`config.mk`:
```
export PLATFORM = sky130hd
export DESIGN_NAME = ch8_sprite_draw
export DESIGN_NICKNAME = d
export VERILOG_FILES = /design/src/rtl/ch8_pkg.sv /design/src/rtl/ch8_row_merge.sv /design/src/rtl/ch8_sprite_draw.sv
export SDC_FILE = /design/constraint.sdc
export NUM_CORES = 1
export LEC_CHECK = 0
export CAP_MARGIN = 25
export CORE_MARGIN = 2
export CORE_UTILIZATION = 44
export CTS_CLUSTER_SIZE = 24
export DETAILED_ROUTE_END_ITERATION = 6
export GPL_ROUTABILITY_DRIVEN = 0
export PLACE_DENSITY = 0.85
export SLEW_MARGIN = 20
export SYNTH_ARGS = -nofsm -noshare
export SYNTH_HDL_FRONTEND = slang
export SYNTH_HIERARCHICAL = 1
export SYNTH_SLANG_ARGS = --single-unit
```
`constraint.sdc`:
```
create_clock -name clk -period 3.5 [get_ports clk]
set_clock_uncertainty 0.1 [all_clocks]
set_input_delay 0.35 -clock clk [delete_from_list [all_inputs] [get_ports clk]]
set_output_delay 0.35 -clock clk [all_outputs]
set_load 0.005 [all_outputs]
```
`src/rtl/ch8_pkg.sv`:
```
// ch8_pkg: shared definitions for the CHIP-8 sprite draw / clear engine.
//   FB_W_DEFAULT   framebuffer width in pixels (one row per framebuffer word)
//   FB_H_DEFAULT   framebuffer height in rows
//   ADDR_W_DEFAULT RAM address width
//   draw_state_t   engine FSM states
//   idx_width()    bits needed to index 'depth' entries (minimum 1)
package ch8_pkg;

    localparam int unsigned FB_W_DEFAULT   = 64;
    localparam int unsigned FB_H_DEFAULT   = 32;
    localparam int unsigned ADDR_W_DEFAULT = 12;

    typedef enum logic [2:0] {
        IDLE,
        READ,
        MERGE,
        CLEAR,
        DONE
    } draw_state_t;

    function automatic int unsigned idx_width(input int unsigned depth);
        int unsigned w;
        w = 1;
        while ((32'd1 << w) < depth) w = w + 1;
        return w;
    endfunction

endpackage

```
`src/rtl/ch8_row_merge.sv`:
```
// ch8_row_merge: combinational XOR of one sprite byte into one framebuffer row.
//   byte_i  sprite byte, MSB is the leftmost pixel
//   x0_i    starting column of the byte
//   row_i   current row contents, bit FB_W-1 is x=0
//   row_o   row with the sprite byte XORed in
//   hit_o   1 when any set sprite pixel lands on a set row pixel
// Build option: CH8_SPRITE_WRAP_EN makes pixels past the right edge wrap to
// column 0; without it they are clipped.
module ch8_row_merge
    import ch8_pkg::*;
#(
    parameter int unsigned FB_W = FB_W_DEFAULT,
    parameter int unsigned XW   = idx_width(FB_W_DEFAULT)
) (
    input  logic [7:0]      byte_i,
    input  logic [XW-1:0]   x0_i,
    input  logic [FB_W-1:0] row_i,
    output logic [FB_W-1:0] row_o,
    output logic            hit_o
);

    logic [FB_W-1:0] placed;
    logic [FB_W-1:0] mask;

    always_comb begin
        // Byte at x=0; shifting right moves it to higher columns.
        placed = {byte_i, {(FB_W-8){1'b0}}};
`ifdef CH8_SPRITE_WRAP_EN
        // Rotate right: bits leaving column FB_W-1 re-enter at column 0.
        mask = FB_W'({placed, placed} >> x0_i);
`else
        mask = placed >> x0_i;
`endif
        row_o = row_i ^ mask;
        hit_o = |(row_i & mask);
    end

endmodule

```
`src/rtl/ch8_sprite_draw.sv`:
```
// ch8_sprite_draw: execution engine for CHIP-8 DXYN (sprite draw) and 00E0
// (clear). Draw reads n sprite bytes from RAM at i_addr and XORs them into
// the framebuffer by row read-modify-write, reporting the VF collision flag.
// Clear writes zero to every row.
//   clk, reset        clock, synchronous active-high reset
//   draw_req/clr_req  operation requests, sampled only in IDLE; clear wins
//   vx, vy, n, i_addr sprite position, height and base address
//   busy, done        busy while working; done pulses one cycle at the end
//   collision         VF result, valid with done, held until next acceptance
//   mem_rd/mem_addr/mem_rdata  sprite RAM port, 1-cycle read latency
//   fb_rd/fb_addr/fb_rdata     framebuffer row read, 1-cycle read latency
//   fb_we/fb_wdata             framebuffer row write
// Build option: CH8_SPRITE_WRAP_EN disables edge clipping; columns and rows
// wrap and every draw covers all n rows.
module ch8_sprite_draw
    import ch8_pkg::*;
#(
    parameter int unsigned FB_W   = FB_W_DEFAULT,
    parameter int unsigned FB_H   = FB_H_DEFAULT,
    parameter int unsigned ADDR_W = ADDR_W_DEFAULT
) (
    input  logic                        clk,
    input  logic                        reset,
    input  logic                        draw_req,
    input  logic                        clr_req,
    input  logic [7:0]                  vx,
    input  logic [7:0]                  vy,
    input  logic [3:0]                  n,
    input  logic [ADDR_W-1:0]           i_addr,
    output logic                        busy,
    output logic                        done,
    output logic                        collision,
    output logic                        mem_rd,
    output logic [ADDR_W-1:0]           mem_addr,
    input  logic [7:0]                  mem_rdata,
    output logic                        fb_rd,
    output logic [idx_width(FB_H)-1:0]  fb_addr,
    input  logic [FB_W-1:0]             fb_rdata,
    output logic                        fb_we,
    output logic [FB_W-1:0]             fb_wdata
);

    localparam int unsigned RW = idx_width(FB_H);
    localparam int unsigned XW = idx_width(FB_W);
    // Row counter must reach both n-1 (draw) and FB_H-1 (clear).
    localparam int unsigned CW = (RW > 4) ? RW : 4;

    draw_state_t       state_q, state_d;
    logic [CW-1:0]     r_q, r_d;
    logic [XW-1:0]     x0_q, x0_d;
    logic [RW-1:0]     y0_q, y0_d;
    logic [3:0]        n_q, n_d;
    logic [ADDR_W-1:0] ia_q, ia_d;
    logic              coll_q, coll_d;

    logic [FB_W-1:0]   merged;
    logic              hit;
    logic [RW-1:0]     draw_row;
    logic              last_row;
    logic              bottom_clip;

    ch8_row_merge #(
        .FB_W (FB_W),
        .XW   (XW)
    ) u_merge (
        .byte_i (mem_rdata),
        .x0_i   (x0_q),
        .row_i  (fb_rdata),
        .row_o  (merged),
        .hit_o  (hit)
    );

    always_ff @(posedge clk) begin
        if (reset) begin
            state_q <= IDLE;
            r_q     <= '0;
            x0_q    <= '0;
            y0_q    <= '0;
            n_q     <= '0;
            ia_q    <= '0;
            coll_q  <= 1'b0;
        end else begin
            state_q <= state_d;
            r_q     <= r_d;
            x0_q    <= x0_d;
            y0_q    <= y0_d;
            n_q     <= n_d;
            ia_q    <= ia_d;
            coll_q  <= coll_d;
        end
    end

    always_comb begin
        state_d  = state_q;
        r_d      = r_q;
        x0_d     = x0_q;
        y0_d     = y0_q;
        n_d      = n_q;
        ia_d     = ia_q;
        coll_d   = coll_q;
        busy     = 1'b0;
        done     = 1'b0;
        mem_rd   = 1'b0;
        mem_addr = '0;
        fb_rd    = 1'b0;
        fb_addr  = '0;
        fb_we    = 1'b0;
        fb_wdata = '0;

        // Truncation to RW bits gives the mod-FB_H row wrap.
        draw_row = RW'(32'(y0_q) + 32'(r_q));
        last_row = (32'(r_q) + 32'd1 == 32'(n_q));
`ifdef CH8_SPRITE_WRAP_EN
        bottom_clip = 1'b0;
`else
        bottom_clip = (32'(y0_q) + 32'(r_q) + 32'd1 >= FB_H);
`endif

        unique case (state_q)
            IDLE: begin
                if (clr_req) begin
                    r_d     = '0;
                    coll_d  = 1'b0;
                    state_d = CLEAR;
                end else if (draw_req) begin
                    x0_d    = XW'(vx);
                    y0_d    = RW'(vy);
                    n_d     = n;
                    ia_d    = i_addr;
                    r_d     = '0;
                    coll_d  = 1'b0;
                    state_d = (n != 4'd0) ? READ : DONE;
                end
            end
            READ: begin
                busy     = 1'b1;
                mem_rd   = 1'b1;
                mem_addr = ia_q + ADDR_W'(r_q);
                fb_rd    = 1'b1;
                fb_addr  = draw_row;
                state_d  = MERGE;
            end
            MERGE: begin
                busy     = 1'b1;
                fb_we    = 1'b1;
                fb_addr  = draw_row;
                fb_wdata = merged;
                coll_d   = coll_q | hit;
                if (last_row || bottom_clip) begin
                    state_d = DONE;
                end else begin
                    r_d     = r_q + CW'(1);
                    state_d = READ;
                end
            end
            CLEAR: begin
                busy     = 1'b1;
                fb_we    = 1'b1;
                fb_addr  = RW'(r_q);
                fb_wdata = '0;
                if (32'(r_q) == FB_H - 32'd1) begin
                    state_d = DONE;
                end else begin
                    r_d = r_q + CW'(1);
                end
            end
            DONE: begin
                done    = 1'b1;
                state_d = IDLE;
            end
            default: state_d = IDLE;
        endcase
    end

    assign collision = coll_q;

endmodule

```
=== Word-level counts from Yosys, hierarchy flattened ===
Cells that the tools add are included.

* Register bits after elaboration: 36
* Output and inout bits: 87
* Word-level logic and storage cells: 62

* Add/subtract/negate cells: 5
* $lt $le $gt $ge: 1
* Equality and inequality tests: 10
* Shifts and indexed selects: 1
* Multiplexer cells: 21
* Bitwise logic cells: 4
* Reductions and logical operators: 13

{| class="wikitable"
|+ Operator list
! kind !! count
|-
| $and A64 B64 Y64 || 1
|-
| $mux W64 || 1
|-
| $reduce_or A64 Y1 || 1
|-
| $shr A64 B6 Y64 || 1
|-
| $xor A64 B64 Y64 || 1
|-
| $mux W5 || 4
|-
| $mux W3 || 5
|-
| $pmux W5 S3 || 1
|-
| $add A12 B5 Y12 || 1
|-
| $mux W12 || 1
|-
| $pmux W3 S4 || 1
|-
| $pmux W5 S2 || 1
|-
| $add A6 B1 Y7 const B || 1
|-
| $ge A7 B6 Y1 const B || 1
|-
| $add A5 B1 Y6 const B || 1
|-
| $add A5 B5 Y6 || 1
|-
| $eq A3 B2 Y1 const B || 2
|-
| $eq A6 B4 Y1 || 1
|-
| $mux W1 || 6
|-
| $ne A2 B2 Y1 const B || 3
|-
| $add A5 B1 Y5 const B || 1
|-
| $eq A5 B5 Y1 const B || 1
|-
| $reduce_and A2 Y1 || 2
|-
| $reduce_and A4 Y1 || 1
|-
| 14 further kinds || 15
|}

=== Longest topological paths before layout ===
* Depth in word-level cells: 6
* Depth in mapped cells: 12
* Gate-level depth less buffers: 10

=== Hierarchy ===
The synthesis kept the hierarchy.

{| class="wikitable"
|+ Modules (own cells, without submodules)
! module !! times used !! cells each !! area an instance (um2) !! seq. area each (um2)
|-
| ch8_sprite_draw || 1 || 350 || 2635.0 || 720.7
|-
| ch8_row_merge || 1 || 239 || 1923.1 || 0.0
|}

=== Worst setup path after synthesis ===
OpenSTA, ideal clock, no wires.

* Kind: register to register
* Start point: register x0_q[0]
* End point: register coll_q, in the netlist collision
* Data arrival time: 2.721 ns
* Path slack: 0.547 ns
* Cell stages (with the launch flop): 12
* Path buffers: 1
* Period minus slack after synthesis: 2.953 ns
* Path through: dfxtp_1 > buf_6 > mux4_1 > mux2i_1 > or2_2 > nor2_1 > ha_1 > nor4_1 > nand4_1 > or4_1 > a21oi_1 > nor3_1

* Word-level cells in the longest chain between the ends: 5

{| class="wikitable"
|+ RTL lines
! element !! line !! text
|-
| from (decl) || ch8_sprite_draw.sv:50 || <nowiki>logic [XW-1:0] x0_q, x0_d;</nowiki>
|-
| from (signal assigned) || ch8_sprite_draw.sv:77 || <nowiki>x0_q <= '0;</nowiki>
|-
| from (signal assigned) || ch8_sprite_draw.sv:85 || <nowiki>x0_q <= x0_d;</nowiki>
|-
| $shr A64 B6 Y64 || ch8_row_merge.sv:32 || <nowiki>mask = placed >> x0_i;</nowiki>
|-
| $and A64 B64 Y64 || ch8_row_merge.sv:35 || <nowiki>hit_o = |(row_i & mask);</nowiki>
|-
| $reduce_or A64 Y1 || ch8_row_merge.sv:35 ||
|-
| named net hit || ch8_sprite_draw.sv:57 || <nowiki>logic hit;</nowiki>
|-
| $or A1 B1 Y1 || ch8_sprite_draw.sv:148 || <nowiki>coll_d = coll_q | hit;</nowiki>
|-
| $pmux W1 S2 || ch8_sprite_draw.sv:119 || <nowiki>unique case (state_q)</nowiki>
|-
| to (signal assigned) || ch8_sprite_draw.sv:89 || <nowiki>coll_q <= coll_d;</nowiki>
|-
| to (decl) || ch8_sprite_draw.sv:54 || <nowiki>logic coll_q, coll_d;</nowiki>
|}

The timed path passes the listed nets, and every way through them passes these cells.
A chain may end at the register's enable or synchronous reset.

=== Final worst setup path ===
* Start point: input mem_rdata[6]
* End point: output fb_wdata[41]

* Word-level cells in the longest chain between the ends: 3

{| class="wikitable"
|+ RTL lines
! element !! line !! text
|-
| from (decl) || ch8_sprite_draw.sv:35 || <nowiki>input logic [7:0] mem_rdata,</nowiki>
|-
| $shr A64 B6 Y64 || ch8_row_merge.sv:32 ||
|-
| $xor A64 B64 Y64 || ch8_row_merge.sv:34 || <nowiki>row_o = row_i ^ mask;</nowiki>
|-
| named net merged[41] || ch8_sprite_draw.sv:56 || <nowiki>logic [FB_W-1:0] merged;</nowiki>
|-
| $mux W64 || ch8_sprite_draw.sv:119 ||
|-
| to (decl) || ch8_sprite_draw.sv:40 || <nowiki>output logic [FB_W-1:0] fb_wdata</nowiki>
|}

The timed path passes the listed nets, and every way through them passes these cells.

==> results.json <==
{
  "clock_latency_ps": 290,
  "drc": 0,
  "routed_via_density": 5.70,
  "synthArstFlopShare": 0,
  "diodes": 0,
  "port_buffers": 189,
  "synth_compound_area_frac": 0.162,
  "initial_core_util": 0.448,
  "track_usage": 0.267,
  "synth-xor-area-share": 0.0299,
  "syn_inst": 589,
  "num_vias": 5239,
  "holdPathStages": 2,
  "crit_type": "in -> out",
  "drive_gt1_frac": 0.0932,
  "powerDensity_nw_per_um2": 300,
  "cts_max_level": 2,
  "antenna_found_initial": 0,
  "clk_pin_slew_ps": 70,
  "hold_start": "y0_q[2]",
  "tightest_slew_ps": 1040,
  "synth_top_family_by_area": "simple AND/OR/NAND/NOR gates",
  "hold_end": "y0_q[2]",
  "fin_nets": 969,
  "rsz0062_at_grt": "no",
  "r2r_slack_ps": 150,
  "grt-ovfl-total": 0,
  "avgSynthCellArea_um2": 7.74,
  "cts_made_buffers": 5,
  "synth_edf_count": 0,
  "worstRegToRegCells": 12,
  "regArea_um2": 723,
  "avgRoutedWirePerCell_um": 17.3,
  "die_height_um": 106,
  "clockRootBuffer": "clkbuf_8",
  "cp_data_arrival_time_ps": 2990,
  "syn2layout_area_growth_pct": 49.1,
  "final-hold-violation-count": 0,
  "grt_pass1_wl_um": 24200,
  "grt_start_max_net_pins": 54,
  "synthAdderAreaFrac": 0.217,
  "multi_input_area_um2": 3640,
  "max_freq_mhz": 291,
  "postRouteAntennaNets": 0,
  "syn-num-nets": 775,
  "ys_seq_elements": 36,
  "ioPinCount": 195,
  "setup-tns-final_ps": 0,
  "dr.pass1.iters": 5,
  "holdBufCountCts": 0,
  "rows": 37,
  "die_w_um": 106,
  "slew_headroom": 0.306,
  "fin_crit_sh": 0.983,
  "yosysWarnings": 6,
  "drt_first_iter_violations": 249,
  "cts_buffer_depth": 2,
  "fillCellCount": 822,
  "cts_num_sinks": 36,
  "syn_area_um2": 4560,
  "hpwl_um": 12800,
  "crit_path_end_kind": "output port",
  "postPlaceCellArea_um2": 6680,
  "cp-start-kind": "input pin",
  "hold_class": "reg -> reg",
  "muxShareOfSynthArea": 0.0662,
  "slew_violations": 0,
  "grt_pass1_vias": 5123,
  "irDropWorstVdd_mv": 0.273,
  "die_area_um2": 11200,
  "r2r-end": "collision",
  "setup_viol": 0,
  "crit_fanout": 4,
  "synth_cell_types": 68,
  "ys_seq_area_frac": 0.158,
  "layout_min_cycle_time_ps": 3440,
  "core-area_um2": 10200,
  "totalWireLength_um": 15900,
  "yosys_most_used_dff": "dfxtp_1",
  "run_status": "finished, final reports clean",
  "cts_tree": "done",
  "rr_startpoint": "x0_q[0]",
  "power.leakage_uw": 0.00284,
  "stdcell_area_um2": 6800,
  "synth_simple_gate_area_frac": 0.315,
  "cp.required_ps": 3050,
  "drv_cap": 0
}
critical path: stages:
cell	delay (ps)
clkdlybuf4s50_1	500
buf_4	120
mux2i_2	90
mux4_2	520
buf_4	170
o32ai_1	320
ha_1	320
and2_1	150
clkdlybuf4s50_1	450
per-layer routing:
metal	part of all wire	wire, um	global-route usage	vias to the layer above
met1	0.37	5910	0.297	2369
met3	0.090	1430	0.0519	69
met2	0.49	7720	0.481	310
li1	-	-	-	2491
met4	0.050	801	0.136	0
met5	0	0	0	-
registers in the layout (all words and copies together) (netlist names):
signal,flops
state_q,3
y0_q,5
ia_q,12
n_q,4
x0_q,6
collision,1
r_q,5
how the worst max path moves through the flow:
stage	start	slack [ps]	end	cells past startpoint
floorplan	x0_q[0]	550	collision	11
CTS	x0_q[0]	20	collision	12
global route	mem_rdata[2]	7	fb_wdata[2]	9
detailed placement	mem_rdata[6]	-330	collision	13
finish	mem_rdata[6]	60	fb_wdata[41]	9
global placement	mem_rdata[2]	-230	collision	12
repair_timing:
action                                  4_1_cts  5_1_grt
endpoints found under the setup margin        1       12
resized for setup                             2        6
buffers inserted                              0        1
stage by stage:
step | util | power (uW) | setup slack, ps | instances | hold WS [ps]
after floorplan | - | 1120 | 547 | 589 | 335
after global placement | 0.656 | 1720 | -229 | 911 | 350
after detailed placement | 0.656 | 1750 | -333 | 911 | 358
after CTS | 0.665 | 2030 | 22.3 | 918 | 368
after global routing | 0.667 | 2150 | 6.82 | 919 | 388
final | 0.667 | 2040 | 58.2 | 919 | 366
synth_stat cells (3+ instances only):
library cell	instances	area, um2
ha_1	76	951
nand2_1	71	267
and2_1	67	419
nor2_1	62	233
a21oi_1	48	240
dfxtp_1	36	721
clkbuf_1	23	86.3
nor4_1	17	106
nor3_1	14	70.1
o22ai_1	13	81.3
nor2b_1	10	62.6
o21ai_0	10	50.1
inv_1	9	33.8
a22oi_1	8	60.1
mux2i_1	8	80.1
xnor2_1	8	70.1
nand4_1	7	43.8
or3_1	6	37.5
buf_2	5	25.0
mux4_2	5	113
nand2b_1	5	31.3
o32ai_1	5	43.8
xor2_1	5	43.8
mux2_4	4	60.1
or2_2	4	25.0
or4_1	4	30.0
a211oi_1	3	22.5
a21o_1	3	22.5
buf_6	3	33.8
nand3_1	3	15.0
o21a_1	3	22.5
o21bai_1	3	22.5
where the power goes:
group / internal, uW / switching, uW
logic: 672 / 571
registers: 451 / 64.2
clock network: 135 / 146
total: 1260 / 781
cell families after synthesis:
family / after synthesis
AO/OA/AOI/OAI: 112
XOR/XNOR: 14
adder cells (fa/ha/maj): 78
buffers and inverters: 47
flip-flops: 36
multiplexers: 20
AND/OR/NAND/NOR: 282
placed cells by master, fill, tap and decap left out, drive strengths merged, types with 2 or more instances in the layout:
master	n
nor3	14
xnor2	8
nand4	7
o32ai	5
mux4	6
nor2b	10
nor2	62
inv	10
dfxtp	36
nand3	3
buf	33
nand2	71
clkbuf	6
o21ai	10
o21a	4
nand2b	5
a211oi	4
a21oi	48
o21bai	3
fa	2
clkdlybuf4s50	189
xor2	5
clkinv	3
a21o	4
nor4	17
or3	6
a22oi	9
and2b	2
o22ai	13
and3	4
mux2	6
or2	4
or4	4
and2	67
mux2i	8
ha	76
layout make-up:
type	count	area share
Inverter	12	0.00663
Sequential cell	36	0.106
Timing Repair Buffer	222	0.315
Multi-Input combinational cell	506	0.535
Clock buffer	6	0.0107
Tap cell	136	0.0250
Clock inverter	1	0.000736
Note: power is estimated with default switching activity, not from simulation.
